## config.mk

```make
export PLATFORM = sky130hd
export DESIGN_NAME = sprite_ram_arbiter_flat
export DESIGN_NICKNAME = d
export VERILOG_FILES = /design/src/rtl/sprite_ram_arbiter_if.sv /design/src/rtl/sprite_ram_arbiter.sv /design/src/flat_wrapper.sv
export SDC_FILE = /design/constraint.sdc
export NUM_CORES = 1
export LEC_CHECK = 0
export BUFFER_PORTS_ARGS = -buffer_cell sky130_fd_sc_hd__clkbuf_2
export CORE_ASPECT_RATIO = 1.1
export CORE_MARGIN = 2
export CORE_UTILIZATION = 37
export DETAILED_ROUTE_END_ITERATION = 8
export PLACE_DENSITY = 0.86
export SLEW_MARGIN = 20
export SYNTH_ARGS = -nofsm -noshare
export SYNTH_HDL_FRONTEND = slang
export SYNTH_SLANG_ARGS = --single-unit
```

## constraint.sdc

```tcl
create_clock -name Clk -period 2.1 [get_ports Clk]
set_input_delay 0.105 -clock Clk [delete_from_list [all_inputs] [get_ports Clk]]
set_output_delay 0.105 -clock Clk [all_outputs]
set_load 0.01 [all_outputs]
```

## src/rtl/sprite_ram_arbiter_if.sv

```systemverilog
// Bus bundle between the sprite address generators, the frame RAM and the
// arbiter. The master side is the requester/RAM environment; the slave side
// is the arbiter.
//   req       per-requester read request, held until granted
//   req_addr  flattened request addresses, slice i = [i*ADDR_W +: ADDR_W]
//   gnt       one-hot combinational grant
//   ram_addr  frame RAM read address (0 when idle)
//   ram_data  frame RAM read data, RD_LATENCY cycles after the address
//   rd_valid  one-hot registered return pulse
//   rd_data   per-requester held palette index
//   busy      a read is in flight
interface sprite_ram_arbiter_if #(
  parameter int unsigned NUM_REQ = 4,
  parameter int unsigned ADDR_W  = 19,
  parameter int unsigned DATA_W  = 4
);
  logic [NUM_REQ-1:0]        req;
  logic [NUM_REQ*ADDR_W-1:0] req_addr;
  logic [NUM_REQ-1:0]        gnt;
  logic [ADDR_W-1:0]         ram_addr;
  logic [DATA_W-1:0]         ram_data;
  logic [NUM_REQ-1:0]        rd_valid;
  logic [NUM_REQ*DATA_W-1:0] rd_data;
  logic                      busy;

  modport master (
    output req, req_addr, ram_data,
    input  gnt, ram_addr, rd_valid, rd_data, busy
  );

  modport slave (
    input  req, req_addr, ram_data,
    output gnt, ram_addr, rd_valid, rd_data, busy
  );
endinterface

```

## src/rtl/sprite_ram_arbiter.sv

```systemverilog
// Round-robin arbiter sharing one synchronous sprite frame RAM read port
// among NUM_REQ sprite renderers. Grants one requester per cycle, drives the
// RAM address, tracks in-flight reads through an RD_LATENCY-deep id pipeline
// and returns each palette index to the requester that issued it.
//   Clk    system clock, rising edge
//   Reset  asynchronous active-low reset
//   bus    sprite_ram_arbiter_if slave modport (req/req_addr/ram_data in;
//          gnt/ram_addr/rd_valid/rd_data/busy out)
module sprite_ram_arbiter #(
  parameter int unsigned NUM_REQ    = 4,
  parameter int unsigned ADDR_W     = 19,
  parameter int unsigned DATA_W     = 4,
  parameter int unsigned RD_LATENCY = 1
) (
  input  logic               Clk,
  input  logic               Reset,
  sprite_ram_arbiter_if.slave bus
);

  localparam int unsigned IDX_W = (NUM_REQ > 1) ? $clog2(NUM_REQ) : 1;
  localparam int unsigned LAST  = RD_LATENCY - 1;

  logic [IDX_W-1:0]          rr_ptr;
  logic [NUM_REQ-1:0]        gnt_c;
  logic [IDX_W-1:0]          gnt_idx_c;
  logic                      gnt_any_c;
  logic [ADDR_W-1:0]         ram_addr_c;
  logic                      pipe_vld [RD_LATENCY];
  logic [IDX_W-1:0]          pipe_id  [RD_LATENCY];
  logic [NUM_REQ-1:0]        rd_valid_q;
  logic [NUM_REQ-1:0]        rd_valid_nxt_c;
  logic [NUM_REQ*DATA_W-1:0] rd_data_q;
  logic                      busy_q;
  logic                      busy_nxt_c;
  int unsigned               cand_c;

  // Round-robin search starting at rr_ptr; grant is forced off during reset.
  always_comb begin
    gnt_c      = '0;
    gnt_idx_c  = '0;
    gnt_any_c  = 1'b0;
    ram_addr_c = '0;
    cand_c     = 0;
    for (int unsigned i = 0; i < NUM_REQ; i++) begin
      cand_c = 32'(rr_ptr) + i;
      if (cand_c >= NUM_REQ) begin
        cand_c = cand_c - NUM_REQ;
      end
      if (!gnt_any_c && bus.req[IDX_W'(cand_c)]) begin
        gnt_any_c = 1'b1;
        gnt_idx_c = IDX_W'(cand_c);
      end
    end
    if (!Reset) begin
      gnt_any_c = 1'b0;
    end
    for (int unsigned i = 0; i < NUM_REQ; i++) begin
      if (gnt_any_c && (gnt_idx_c == IDX_W'(i))) begin
        gnt_c[i]   = 1'b1;
        ram_addr_c = bus.req_addr[i*ADDR_W +: ADDR_W];
      end
    end
  end

  // Next-cycle capture pulse and busy flag, derived from the pipeline tail.
  always_comb begin
    rd_valid_nxt_c = '0;
    busy_nxt_c     = gnt_any_c;
    for (int unsigned i = 0; i < NUM_REQ; i++) begin
      if (pipe_vld[LAST] && (pipe_id[LAST] == IDX_W'(i))) begin
        rd_valid_nxt_c[i] = 1'b1;
      end
    end
    for (int unsigned s = 0; s < RD_LATENCY; s++) begin
      busy_nxt_c = busy_nxt_c | pipe_vld[s];
    end
  end

  // Pointer moves just past the granted index; holds when idle.
  always_ff @(posedge Clk or negedge Reset) begin
    if (!Reset) begin
      rr_ptr <= '0;
    end else if (gnt_any_c) begin
      rr_ptr <= (gnt_idx_c == IDX_W'(NUM_REQ - 1)) ? '0 : gnt_idx_c + 1'b1;
    end
  end

  // In-flight read tracking: stage 0 takes this cycle's grant, later stages shift.
  always_ff @(posedge Clk or negedge Reset) begin
    if (!Reset) begin
      for (int unsigned s = 0; s < RD_LATENCY; s++) begin
        pipe_vld[s] <= 1'b0;
        pipe_id[s]  <= '0;
      end
    end else begin
      pipe_vld[0] <= gnt_any_c;
      pipe_id[0]  <= gnt_idx_c;
      for (int unsigned s = 1; s < RD_LATENCY; s++) begin
        pipe_vld[s] <= pipe_vld[s-1];
        pipe_id[s]  <= pipe_id[s-1];
      end
    end
  end

  // Capture register: RAM data lands in the owning requester's slice.
  always_ff @(posedge Clk or negedge Reset) begin
    if (!Reset) begin
      rd_valid_q <= '0;
      rd_data_q  <= '0;
      busy_q     <= 1'b0;
    end else begin
      rd_valid_q <= rd_valid_nxt_c;
      busy_q     <= busy_nxt_c;
      for (int unsigned i = 0; i < NUM_REQ; i++) begin
        if (rd_valid_nxt_c[i]) begin
          rd_data_q[i*DATA_W +: DATA_W] <= bus.ram_data;
        end
      end
    end
  end

  assign bus.gnt      = gnt_c;
  assign bus.ram_addr = ram_addr_c;
  assign bus.rd_valid = rd_valid_q;
  assign bus.rd_data  = rd_data_q;
  assign bus.busy     = busy_q;

endmodule

```

## src/flat_wrapper.sv

```systemverilog
// flat-port wrapper written by rule: the top's interface ports become plain ports
module sprite_ram_arbiter_flat 
#(
  parameter int unsigned NUM_REQ    = 4,
  parameter int unsigned ADDR_W     = 19,
  parameter int unsigned DATA_W     = 4,
  parameter int unsigned RD_LATENCY = 1
)
  (Clk, Reset, bus_req, bus_req_addr, bus_ram_data, bus_gnt, bus_ram_addr, bus_rd_valid, bus_rd_data, bus_busy);
  sprite_ram_arbiter_if #(.NUM_REQ(NUM_REQ), .ADDR_W(ADDR_W), .DATA_W(DATA_W)) bus_i ();
  input  logic Clk;
  input  logic Reset;
  input wire logic [$bits(bus_i.req)-1:0] bus_req;
  input wire logic [$bits(bus_i.req_addr)-1:0] bus_req_addr;
  input wire logic [$bits(bus_i.ram_data)-1:0] bus_ram_data;
  output wire logic [$bits(bus_i.gnt)-1:0] bus_gnt;
  output wire logic [$bits(bus_i.ram_addr)-1:0] bus_ram_addr;
  output wire logic [$bits(bus_i.rd_valid)-1:0] bus_rd_valid;
  output wire logic [$bits(bus_i.rd_data)-1:0] bus_rd_data;
  output wire logic [$bits(bus_i.busy)-1:0] bus_busy;
  assign bus_i.req = bus_req;
  assign bus_i.req_addr = bus_req_addr;
  assign bus_i.ram_data = bus_ram_data;
  assign bus_gnt = bus_i.gnt;
  assign bus_ram_addr = bus_i.ram_addr;
  assign bus_rd_valid = bus_i.rd_valid;
  assign bus_rd_data = bus_i.rd_data;
  assign bus_busy = bus_i.busy;
  sprite_ram_arbiter #(.NUM_REQ(NUM_REQ), .ADDR_W(ADDR_W), .DATA_W(DATA_W), .RD_LATENCY(RD_LATENCY)) u_core (.Clk(Clk), .Reset(Reset), .bus(bus_i));
endmodule
```

== After elaboration in Yosys (flattened, before gate mapping) ==
Cells that the tools add are included.

* Register bits after elaboration: 26
* Output and inout port bits: 44

* Equal/unequal tests: 6
* Add/sub/neg operators: 8
* Multiplexer cells: 34
* Reduce and logical (&&, ||, !) cells: 16
* $lt $le $gt $ge: 8
* Bitwise logic cells: 1

{| class="wikitable"
|+ Operators by type and width
! kind !! number
|-
| $mux 19 || 4
|-
| $mux 2 || 9
|-
| $mux 1 || 17
|-
| $lt 2x3->1 const B || 4
|-
| $logic_and 1x1->1 || 11
|-
| $ge 3x3->1 const B || 3
|-
| $bmux 1 s2 || 4
|-
| $eq 2x2->1 const B || 4
|-
| $sub 2x1->2 const B || 4
|-
| $add 2x2->3 const B || 2
|-
| $eq 2x1->1 const B || 2
|-
| $logic_not 2->1 || 2
|-
| $add 2x1->3 const B || 1
|-
| $ge 2x3->1 const B || 1
|-
| $logic_not 1->1 || 3
|-
| $add 2x1->2 const B || 1
|-
| $or 1x1->1 || 1
|}

== Longest topological paths before layout ==
Gate-level depths: netlist (run 1).

* Depth in word-level cells: 20
* Gate-level depth with buffers: 9
* Gate-level depth less buffers: 7

== Least setup slack after synthesis (run 1) ==
OpenSTA, ideal clock, no wires.

* Path kind: register -> output
* Start point: register u_core.rr_ptr[0]
* End point: output port bus_ram_addr[10]
* Setup slack: -0.095 ns
* Stages on the path, launching flop included: 9
* Data arrival time: 2.090 ns
* Path through: dfrtp_1 > nand2b_1 > and2_1 > o32a_1 > ha_1 > clkbuf_1 > clkbuf_1 > a221o_1 > a21oi_1

* Longest elaborated chain between the ends: 20
* Elaborated cells between the ends (all ways): 50
* Those cells by class: 7 x add/sub; 4 x order compare; 3 x eq/ne; 25 x mux; 11 x reduce/logical

{| class="wikitable"
|+ Ends and longest elaborated chain
! item !! RTL line !! RTL
|-
| start: declaration || sprite_ram_arbiter.sv:23 || <nowiki>logic [IDX_W-1:0] rr_ptr;</nowiki>
|-
| start signal: assignment || sprite_ram_arbiter.sv:84 || <nowiki>rr_ptr <= (gnt_idx_c == IDX_W'(NUM_REQ - 1)) ? '0 : gnt_idx_c + 1'b1;</nowiki>
|-
| parallel branches: the longest is 13 deep, another holds $add 2x1->3 || -- ||
|-
| $mux 2 (*) || sprite_ram_arbiter.sv:49 || <nowiki>if (!gnt_any_c && bus.req[IDX_W'(cand_c)]) begin</nowiki>
|-
| via u_core.gnt_idx_c[1] || sprite_ram_arbiter.sv:25 || <nowiki>logic [IDX_W-1:0] gnt_idx_c;</nowiki>
|-
| $logic_not 2->1 || sprite_ram_arbiter.sv:58 || <nowiki>if (gnt_any_c && (gnt_idx_c == IDX_W'(i))) begin</nowiki>
|-
| $logic_and 1x1->1 || sprite_ram_arbiter.sv:58 ||
|-
| $mux 19 (3 in series) || sprite_ram_arbiter.sv:58 ||
|-
| $mux 19 (*) || sprite_ram_arbiter.sv:58 ||
|-
| end: declaration || flat_wrapper.sv:17 || <nowiki>output wire logic [$bits(bus_i.ram_addr)-1:0] bus_ram_addr;</nowiki>
|}

Mark *: on every way through the listed nets, which the timed path passes. The select of a mux whose other input is x is not followed.

== Worst setup path in the final report (run 1) ==
* Start point: register u_core.rr_ptr[0]
* End point: output port bus_ram_addr[9]

* Longest elaborated chain between the ends: 20
* Elaborated cells between the ends (all ways): 50
* Those cells by class: 7 x add/sub; 4 x order compare; 3 x eq/ne; 25 x mux; 11 x reduce/logical

{| class="wikitable"
|+ Ends and longest elaborated chain
! item !! RTL line
|-
| parallel branches: the longest is 19 deep, another holds $add 2x1->3 || --
|-
| $mux 19 (*) || sprite_ram_arbiter.sv:58
|}

Every way passes the cells marked *. The select of a mux whose other input is x is not followed.

==> flow_metrics.tcl, run 1 <==
set metrics [dict create \
    outcome "finished, violations left" \
    violations "setup timing" \
    design_area_mm2 0.00311 \
    relSlewSlack_pct 73.2 \
    slew_viol_final 0 \
    drt_wl_total_mm 6.55 \
    worstPathRequired_ns 2.00 \
    pin_count 130 \
    cts.clk_slew.worst_paths_ns 0.09 \
    crit_path_max_fanout 9 \
    routabilityCongestion 0.841 \
    synthTopCellsByArea "dfrtp_1, a21oi_1, a221o_1" \
    place_area_mm2 0.00269 \
    use_met3_pct 2.95 \
    antenna_found_initial 0 \
    synth_top_area_share_pct 35.2 \
    max_freq_mhz 385 \
    tns_ns -8.91 \
    multi_input_area_mm2 0.00121 \
    tightestPinTransition_ns 0.400 \
    clockBufferDepth 2 \
    drtIter0Drc 181 \
    fp-row-count 26 \
    top_usage_layer "met2" \
    htreeDepth 1 \
    min_period_ns 2.60 \
    dp_hpwl_mm 4.34 \
    worstSetupEndpointType "output port" \
    drv_cap 0 \
    final_cell_mix "clkbuf_2, dfrtp_1, inv_1" \
    leakage_uw 0.00157 \
    start_util_pct 39.2 \
    timing_worst_setup_path_type "reg -> out" \
    ys_warn_count 0 \
    drive_gt1_share_pct 60.9 \
    postSynthAreaPerCell_um2 8.89 \
    viasPerCell 5.57 \
    grt_pass1_vias 2178 \
    rsz0062_at_grt "yes" \
    fin_nets 444 \
    layout_commonest_cell "clkbuf_2" \
    fill_cells 346 \
    final_core_utilization_pct 65.9 \
    fin_total_pwr_uw 3880 \
    period_share_pct 124 \
    synthCells 208 \
    grt_max_degree 27 \
    die_w_um 71.4 \
    timing.rr.start "u_core.rr_ptr[0]" \
    dieArea_mm2 0.00558 \
    startpoint_type "flip-flop" \
    yosysTopAreaCell "dfrtp_1" \
    layout_setup_ws_ns -0.499 \
    min_delay_path_depth 2 \
    antenna_left 0 \
    final-seq-area_um2 651 \
    synth_cell_type_count 28 \
    synthesis.area_mm2 0.00185 \
    vias 2278 \
    finClkSkew_ns 0.00506 \
    pre_cts_slack_ns -0.144 \
    ys_ff_latch 26 \
    fp.dieH_um 78.1 \
    synth_fp_nets 298 \
    synthToLayoutAreaGrowth_pct 68.1 \
    ys_seq_area_share_pct 35.2 \
    hold_viol 0 \
    power_density_mw_per_mm2 1250 \
    whs_endpoint "u_core.bus.rd_data[8]" \
    track_usage_pct 21.8 \
    use_met2_pct 38.9 \
    cts_tree "yes" \
    cts.sinks 26 \
    io_buffers 129 \
    firstDrtPassIters 4 \
    grt_overflow_total 0 \
    n_antenna_cell 0 \
    cts_buffers 3 \
    hp-start "bus_ram_data[0]" \
    wl_per_cell_um 16.0 \
    root_buffer "clkbuf_8" \
    ir_drop_mv 0.646 \
    hp-class "in -> reg" \
    r2r_cells 7 \
    arrival_ns 2.49 \
    core_mm2 0.00472 \
    r2r-end "u_core.rr_ptr[1]" \
    r2r_setup_slack_ns 0.27 \
    grtUsageMet1_pct 26.0 \
    setup_viol 23 \
    clk_latency_ns 0.27 \
    drc 0 \
    grt_pass1_wl_mm 9.97 \
]
==> metrics by stage <==
| step | hold slack (ns) | instances |
|---|---|---|
| 2_1_floorplan | -0.191 | 208 |
| 3_3_place_gp | 0.169 | 392 |
| 3_5_place_dp | 0.176 | 392 |
| 4_1_cts | 0.119 | 407 |
| 5_1_grt | 0.110 | 409 |
| 6_report | 0.119 | 409 |
==> repair_timing <==
action	CTS	global route
setup endpoints to repair	23	23
cloned	3	2
resized for setup	24	26
buffers inserted	7	0
hold buffers	1	0
hold endpoints to repair	26	0
pin swaps	4	4
==> routing by layer <==
layer	up-vias	routed length (µm)
li1	1038	-
met1	1067	2420
met2	155	3380
met3	18	573
met4	0	165
met5	-	0
==> worst max-delay path by stage <==
stage | from | end | cells after the start
after floorplan | u_core.rr_ptr[0] | bus_ram_addr[10] | 8
after global placement | u_core.rr_ptr[1] | bus_ram_addr[13] | 9
after detailed placement | u_core.rr_ptr[0] | bus_ram_addr[7] | 9
after CTS | u_core.rr_ptr[0] | bus_ram_addr[7] | 10
after global routing | u_core.rr_ptr[0] | bus_ram_addr[1] | 10
final | u_core.rr_ptr[0] | bus_ram_addr[9] | 10
==> worst max-delay path: stages (launching register included) <==
cell and delay [ns]:
dfrtp_1 0.42, nand2b_1 0.11, and2_4 0.19, o32ai_4 0.28, buf_4 0.18, ha_4 0.20
clkbuf_16 0.17, a21oi_1 0.07, a221o_1 0.33, a21oi_2 0.14, buf_2 0.14
==> registers in the layout, summed over array words and instances (netlist names) <==
name                 flops
u_core.pipe_vld          1
u_core.bus.rd_data      16
u_core.bus.rd_valid      4
u_core.pipe_id           2
u_core.bus.busy          1
u_core.rr_ptr            2
==> synth_stat cells <==
library cell and n:
buf_2 2, nand3b_1 21, inv_1 22, and2_2 4
a21o_2 1, mux2_2 16, clkbuf_1 12, or2_1 1
buf_6 2, inv_4 1, nand2_4 1, o32a_1 1
o32ai_1 1, a221o_1 19, dfrtp_1 26, and3_2 1
a31oi_1 2, nor3b_2 1, and3b_1 1, nor2_1 3
nand2b_1 3, nand2_1 20, ha_1 4, mux2_4 1
nand3_1 2, a21oi_1 38, or4_4 1, and2_1 1
==> layout make-up <==
| cell class | instances | share of cell area, % |
|---|---|---|
| Multi-Input combinational cell | 143 | 39.0 |
| Timing Repair Buffer | 157 | 32.6 |
| Sequential cell | 26 | 20.9 |
| Inverter | 23 | 2.86 |
| Tap cell | 56 | 2.25 |
| Clock buffer | 3 | 1.33 |
| Clock inverter | 1 | 0.966 |
==> where the power goes <==
| part | internal, µW | leakage [µW] | switching [µW] |
|---|---|---|---|
| registers | 708 | 0.000310 | 137 |
| clock network | 255 | 0.0000357 | 155 |
| logic | 1420 | 0.00123 | 1210 |
==> cells by family (layout without fill, tap and decap cells) <==
logic type	Yosys count	after routing	share of synthesized area [%]
fa+ha+maj	4	4	2.71
flops	26	26	35.2
buf+inv	39	184	9.00
simple gates	60	60	19.8
mux	17	17	10.6
compound gates	62	62	22.7
(Power assumes the default switching activity.)
==> run 2, diff against run 1 <==
ABC_AREA = 1   (was not set)
CORE_UTILIZATION = 41   (was 37)
PLACE_DENSITY = 0.87   (was 0.86)
==> flow_metrics.tcl, run 2 <==
set metrics [dict create \
    synthCells 399 \
    ys_ff_latch 26 \
    viasPerCell 5.10 \
    drc 0 \
    critPathBufInv 5 \
    cts_tree "yes" \
    track_usage_pct 23.3 \
    fp.dieH_um 84.0 \
    max_stage_delay_ns 0.46 \
    n_antenna_cell 0 \
    tns_ns -13.93 \
    timing.rr.start "u_core.rr_ptr[0]" \
    drv_cap 0 \
    synthTopCellsByArea "dfrtp_1, nand2_1, nand4_1" \
    worstPathRequired_ns 2.00 \
    synthesis.area_mm2 0.00239 \
    crit_family "simple AND/OR/NAND/NOR gates" \
    drive_gt1_share_pct 46.6 \
    drt_wl_total_mm 7.97 \
    fin_total_pwr_uw 9200 \
    worstSetupEndpointType "output port" \
    hp-start "bus_ram_data[0]" \
    vias 3192 \
    synthTopCellsByCount "nand2_1, inv_1, nand4_1, dfrtp_1" \
    dieArea_mm2 0.00645 \
    dp_hpwl_mm 5.54 \
    antenna_found_initial 0 \
    io_buffers 129 \
    cts_buffers 3 \
    power_density_mw_per_mm2 2370 \
    pre_cts_slack_ns -0.430 \
    cp-startpoint "u_core.rr_ptr[0]" \
    core_mm2 0.00570 \
    ir_drop_mv 1.77 \
    finClkSkew_ns 0.00865 \
    synth_edf_count 0 \
    yosys_most_used_dff "dfrtp_1" \
    cts.sinks 26 \
    die_w_um 76.7 \
    relSlewSlack_pct 74.8 \
    r2r-end "u_core.rr_ptr[1]" \
    ys_seq_area_share_pct 27.3 \
    clk_latency_ns 0.27 \
    crit_path_max_fanout 6 \
    whs_endpoint "u_core.bus.rd_data[8]" \
    synth_fp_nets 489 \
    fill_cells 459 \
    final_cell_mix "clkbuf_2, nand2_1, inv_1" \
    max_freq_mhz 354 \
    layout_commonest_cell "clkbuf_2" \
    layout_setup_ws_ns -0.721 \
    largest_reg_flops 16 \
    min_period_ns 2.82 \
    place_inst 605 \
    r2r_cells 12 \
    wl_per_cell_um 12.7 \
    final_cells 626 \
    antenna_left 0 \
    ys_warn_count 0 \
    clockBufferDepth 2 \
    start_util_pct 41.9 \
    crit_slowest_cell "dfrtp_2" \
    firstDrtPassIters 5 \
    place_area_mm2 0.00331 \
    yosysMostFrequentCell "nand2_1" \
    synth_cell_type_count 24 \
    root_buffer "clkbuf_8" \
    r2r_setup_slack_ns 0.06 \
    startpoint_type "flip-flop" \
    path_cells "buf_6, nand2_2, nand2_2, nand2_2, nand2_2, nor2_1, nor2_1, xor2_1, inv_1, nand2_2, inv_2, ha_4, clkbuf_16, nor2_2, nand4_1, nand3_1, nand2_1, nand2_2, buf_6" \
    outcome "finished, violations left" \
    synth_top_area_share_pct 27.3 \
    rsz0062_at_grt "yes" \
    hold_viol 0 \
    drtIter0Drc 215 \
    fin_nets 640 \
    violations "setup timing" \
    period_share_pct 134 \
    htreeDepth 1 \
    timing_worst_setup_path_type "reg -> out" \
    cts.clk_slew.worst_paths_ns 0.10 \
    grt_max_degree 37 \
    arrival_ns 2.72 \
    grt_pass1_wl_mm 12.7 \
    yosysTopAreaCell "dfrtp_1" \
    fp-row-count 29 \
    leakage_uw 0.00225 \
    grt_overflow_total 0 \
    hp-class "in -> reg" \
    routabilityCongestion 0.851 \
    grt_pass1_vias 3047 \
    min_delay_path_depth 3 \
    tightestPinTransition_ns 0.378 \
    timing.critical_path.mode_cell "nand2_2" \
    pin_count 130 \
    postSynthAreaPerCell_um2 5.98 \
    synthToLayoutAreaGrowth_pct 62.4 \
    design_area_mm2 0.00387 \
    slew_viol_final 0 \
    async_flop_share_pct 100 \
    setup_viol 23 \
]
run 2: per-layer routing:
metal  up-vias  wire length, µm  GRT usage [%]
met2       156             4140           44.6
met1      1438             3050           26.9
met3        34              488           2.06
met5         -                0              0
met4         0              290           7.44
li1       1564                -              -
run 2: cell type report:
type / instances / area [µm²] / share of cell area, %
clock buffers: 3 / 41.3 / 1.07
repair buffers: 174 / 1200 / 31.1
clock inverters: 1 / 30.0 / 0.775
multi-input cells: 263 / 1530 / 39.6
flip-flops and latches: 26 / 653 / 16.9
well taps: 77 / 96.3 / 2.49
inverters: 82 / 315 / 8.14
run 2: through the flow:
step           utilization [%]  hold slack (ns)
6_report                  68.0            0.118
5_1_grt                   68.0            0.134
4_1_cts                   63.1            0.119
3_5_place_dp              58.1            0.163
3_3_place_gp              58.1            0.156
2_1_floorplan                -           -0.191
run 2: how the worst max path moves through the flow:
| stage | to | cells past startpoint |
|---|---|---|
| after floorplan | bus_ram_addr[10] | 17 |
| after global placement | bus_ram_addr[10] | 19 |
| after detailed placement | bus_ram_addr[13] | 17 |
| after CTS | bus_ram_addr[10] | 19 |
| after global routing | bus_ram_addr[9] | 19 |
| final | bus_ram_addr[9] | 19 |
run 2: kinds of logic after synthesis:
family,Yosys count,synth area share [%]
xor+xnor,1,0.367
fa+ha+maj,4,2.10
flops,26,27.3
simple gates,237,46.5
buf+inv,110,19.3
compound gates,21,4.40
run 2: worst min-delay path, delay by kind of cell:
kind                   cells  cell delay (ns)
buffers and inverters      2             0.16
AO/OA/AOI/OAI              1             0.09
run 2: what timing repair did:
item,CTS,global route
pin swaps,7,59
hold buffers,1,0
endpoints found under the setup margin,24,26
resized for setup,36,68
gates cloned,4,2
buffers inserted,7,3
endpoints found under the hold margin,26,0
run 2: report_power, final:
group / switching [µW] / total [µW] / internal, µW / leakage, µW
Clock: 156 / 411 / 255 / 0.0000357
Sequential: 154 / 891 / 737 / 0.000319
Combinational: 4080 / 7890 / 3820 / 0.00189
==> run 3, diff against run 2 <==
CELL_PAD_IN_SITES_DETAIL_PLACEMENT = 0   (was not set)
CELL_PAD_IN_SITES_GLOBAL_PLACEMENT = 1   (was not set)
CORE_UTILIZATION = 26   (was 41)
PLACE_DENSITY = 0.86   (was 0.87)
==> flow_metrics.tcl, run 3 (synthesis gave the netlist of run 2 again) <==
set metrics [dict create \
    outcome "finished, violations left" \
    violations "setup timing" \
    rsz0062_at_grt "yes" \
    start_util_pct 26.9 \
    largest_reg_flops 16 \
    clk_latency_ns 0.26 \
    n_antenna_cell 0 \
    slew_viol_final 0 \
    r2r_setup_slack_ns 0.01 \
    finClkSkew_ns 0.00211 \
    cts_tree "yes" \
    root_buffer "clkbuf_8" \
    pin_count 130 \
    fin_nets 645 \
    leakage_uw 0.00232 \
    grt_pass1_wl_mm 13.6 \
    power_frac_comb_pct 86.9 \
    drv_cap 0 \
    hp-class "in -> reg" \
    routabilityCongestion 0.872 \
    timing_worst_setup_path_type "reg -> out" \
    min_period_ns 2.85 \
    p_seq_share_pct 9.0 \
    grt_max_degree 58 \
    hold_viol 0 \
    tns_ns -15.51 \
    ir_drop_mv 1.37 \
    fp-row-count 36 \
    arrival_ns 2.74 \
    io_buffers 129 \
    design_area_mm2 0.00409 \
    layout_commonest_cell "clkbuf_2" \
    track_usage_pct 16.6 \
    cts.clk_slew.worst_paths_ns 0.09 \
    core_mm2 0.00887 \
    p_sw_uw 4670 \
    period_share_pct 136 \
    vias 3141 \
    fp.dieH_um 104 \
    timing.rr.start "u_core.rr_ptr[0]" \
    final_cells 668 \
    worstSetupEndpointType "output port" \
    grt_pass1_vias 2956 \
    p_clk_share_pct 4.1 \
    place_inst 639 \
    r2r_cells 15 \
    cts.sinks 26 \
    grt_overflow_total 0 \
    viasPerCell 4.70 \
    place_area_mm2 0.00336 \
    die_w_um 95.3 \
    drive_gt1_share_pct 49.5 \
    r2r-end "u_core.rr_ptr[1]" \
    htreeDepth 1 \
    crit_path_end "bus_ram_addr[8]" \
    swShare_pct 46.8 \
    antenna_found_initial 0 \
    wl_per_cell_um 13.4 \
    dieArea_mm2 0.00996 \
    drc 0 \
    max_freq_mhz 351 \
    tightestPinTransition_ns 0.414 \
    synthToLayoutAreaGrowth_pct 71.5 \
    cp-startpoint "u_core.rr_ptr[0]" \
    drtIter0Drc 135 \
    final_cell_mix "clkbuf_2, nand2_1, inv_1" \
    cts_buffers 3 \
    antenna_left 0 \
    startpoint_type "flip-flop" \
    p_int_uw 5310 \
    drt_wl_total_mm 8.96 \
    crit_path_max_fanout 6 \
    dp_hpwl_mm 6.20 \
    clockBufferDepth 2 \
    setup_viol 23 \
    relSlewSlack_pct 72.4 \
    worstPathRequired_ns 2.00 \
    layout_setup_ws_ns -0.750 \
    firstDrtPassIters 4 \
    power_density_mw_per_mm2 2440 \
]
-- run 3: per-stage QoR --
step                util (%)  hold WS (ns)  total power [µW]  setup slack (ns)
floorplan                  -        -0.191              4890            -0.119
global placement        37.8        0.0276              6570            -0.441
detailed placement      37.8        0.0345              6670            -0.531
CTS                     41.0         0.157              7890            -0.639
global route            46.1         0.167             10800            -0.909
finish                  46.1         0.160              9980            -0.750
-- run 3: what timing repair did --
item | in CTS | in global routing
hold buffers | 1 | 0
endpoints found under the hold margin | 8 | 0
pin swaps | 20 | 45
setup buffers | 9 | 9
gates resized for setup | 36 | 93
setup endpoints to repair | 23 | 25
cloned | 2 | 5
-- run 3: critical path, stage by stage (launching register included) --
cell and delay, ns:
dfrtp_2 0.48, buf_6 0.16, nand2_4 0.08, nand2_2 0.06, nand2_2 0.06, o21ai_2 0.06
nor2_2 0.14, nor2_2 0.06, xor2_1 0.18, inv_1 0.07, nand2_2 0.10, inv_4 0.05
ha_4 0.20, buf_6 0.14, buf_6 0.11, nor2_4 0.06, nand4_1 0.11, nand3_1 0.10
nand2_1 0.07, nand2_2 0.07, buf_6 0.09
-- run 3: how the worst min path moves through the flow --
stage | endpoint | slack, ns | cells after the start | from
final | u_core.bus.rd_data[7] | 0.16 | 3 | bus_ram_data[3]
after global routing | u_core.bus.rd_data[1] | 0.17 | 3 | bus_ram_data[1]
after CTS | u_core.bus.rd_data[1] | 0.16 | 3 | bus_ram_data[1]
after detailed placement | u_core.bus.busy | 0.03 | 1 | Reset
after global placement | u_core.bus.rd_valid[2] | 0.03 | 1 | Reset
after floorplan | u_core.bus.busy | -0.19 | 0 | Reset
-- run 3: area by class of cell --
cell class                      instances  area (µm²)
Clock inverter                          1        30.0
Sequential cell                        26         653
Clock buffer                            3        41.3
Tap cell                              114         143
Timing Repair Buffer                  179        1330
Inverter                               82         315
Multi-Input combinational cell        263        1580
Fill cell                             909        4780
-- run 3: power groups by stage --
stage,Clock (µW),Combinational [µW],Sequential (µW)
CTS,419,6580,889
floorplan,0,3950,939
finish,408,8670,895
global placement,0,5690,883
global route,443,9410,921
detailed placement,0,5770,898
-- run 3: routing by layer --
| metal | track usage, % | routed length [µm] | up-vias |
|---|---|---|---|
| met2 | 29.7 | 4410 | 116 |
| met4 | 1.86 | 70 | 0 |
| met5 | 0 | 0 | - |
| li1 | - | - | 1576 |
| met1 | 21.8 | 3900 | 1443 |
| met3 | 1.88 | 583 | 6 |
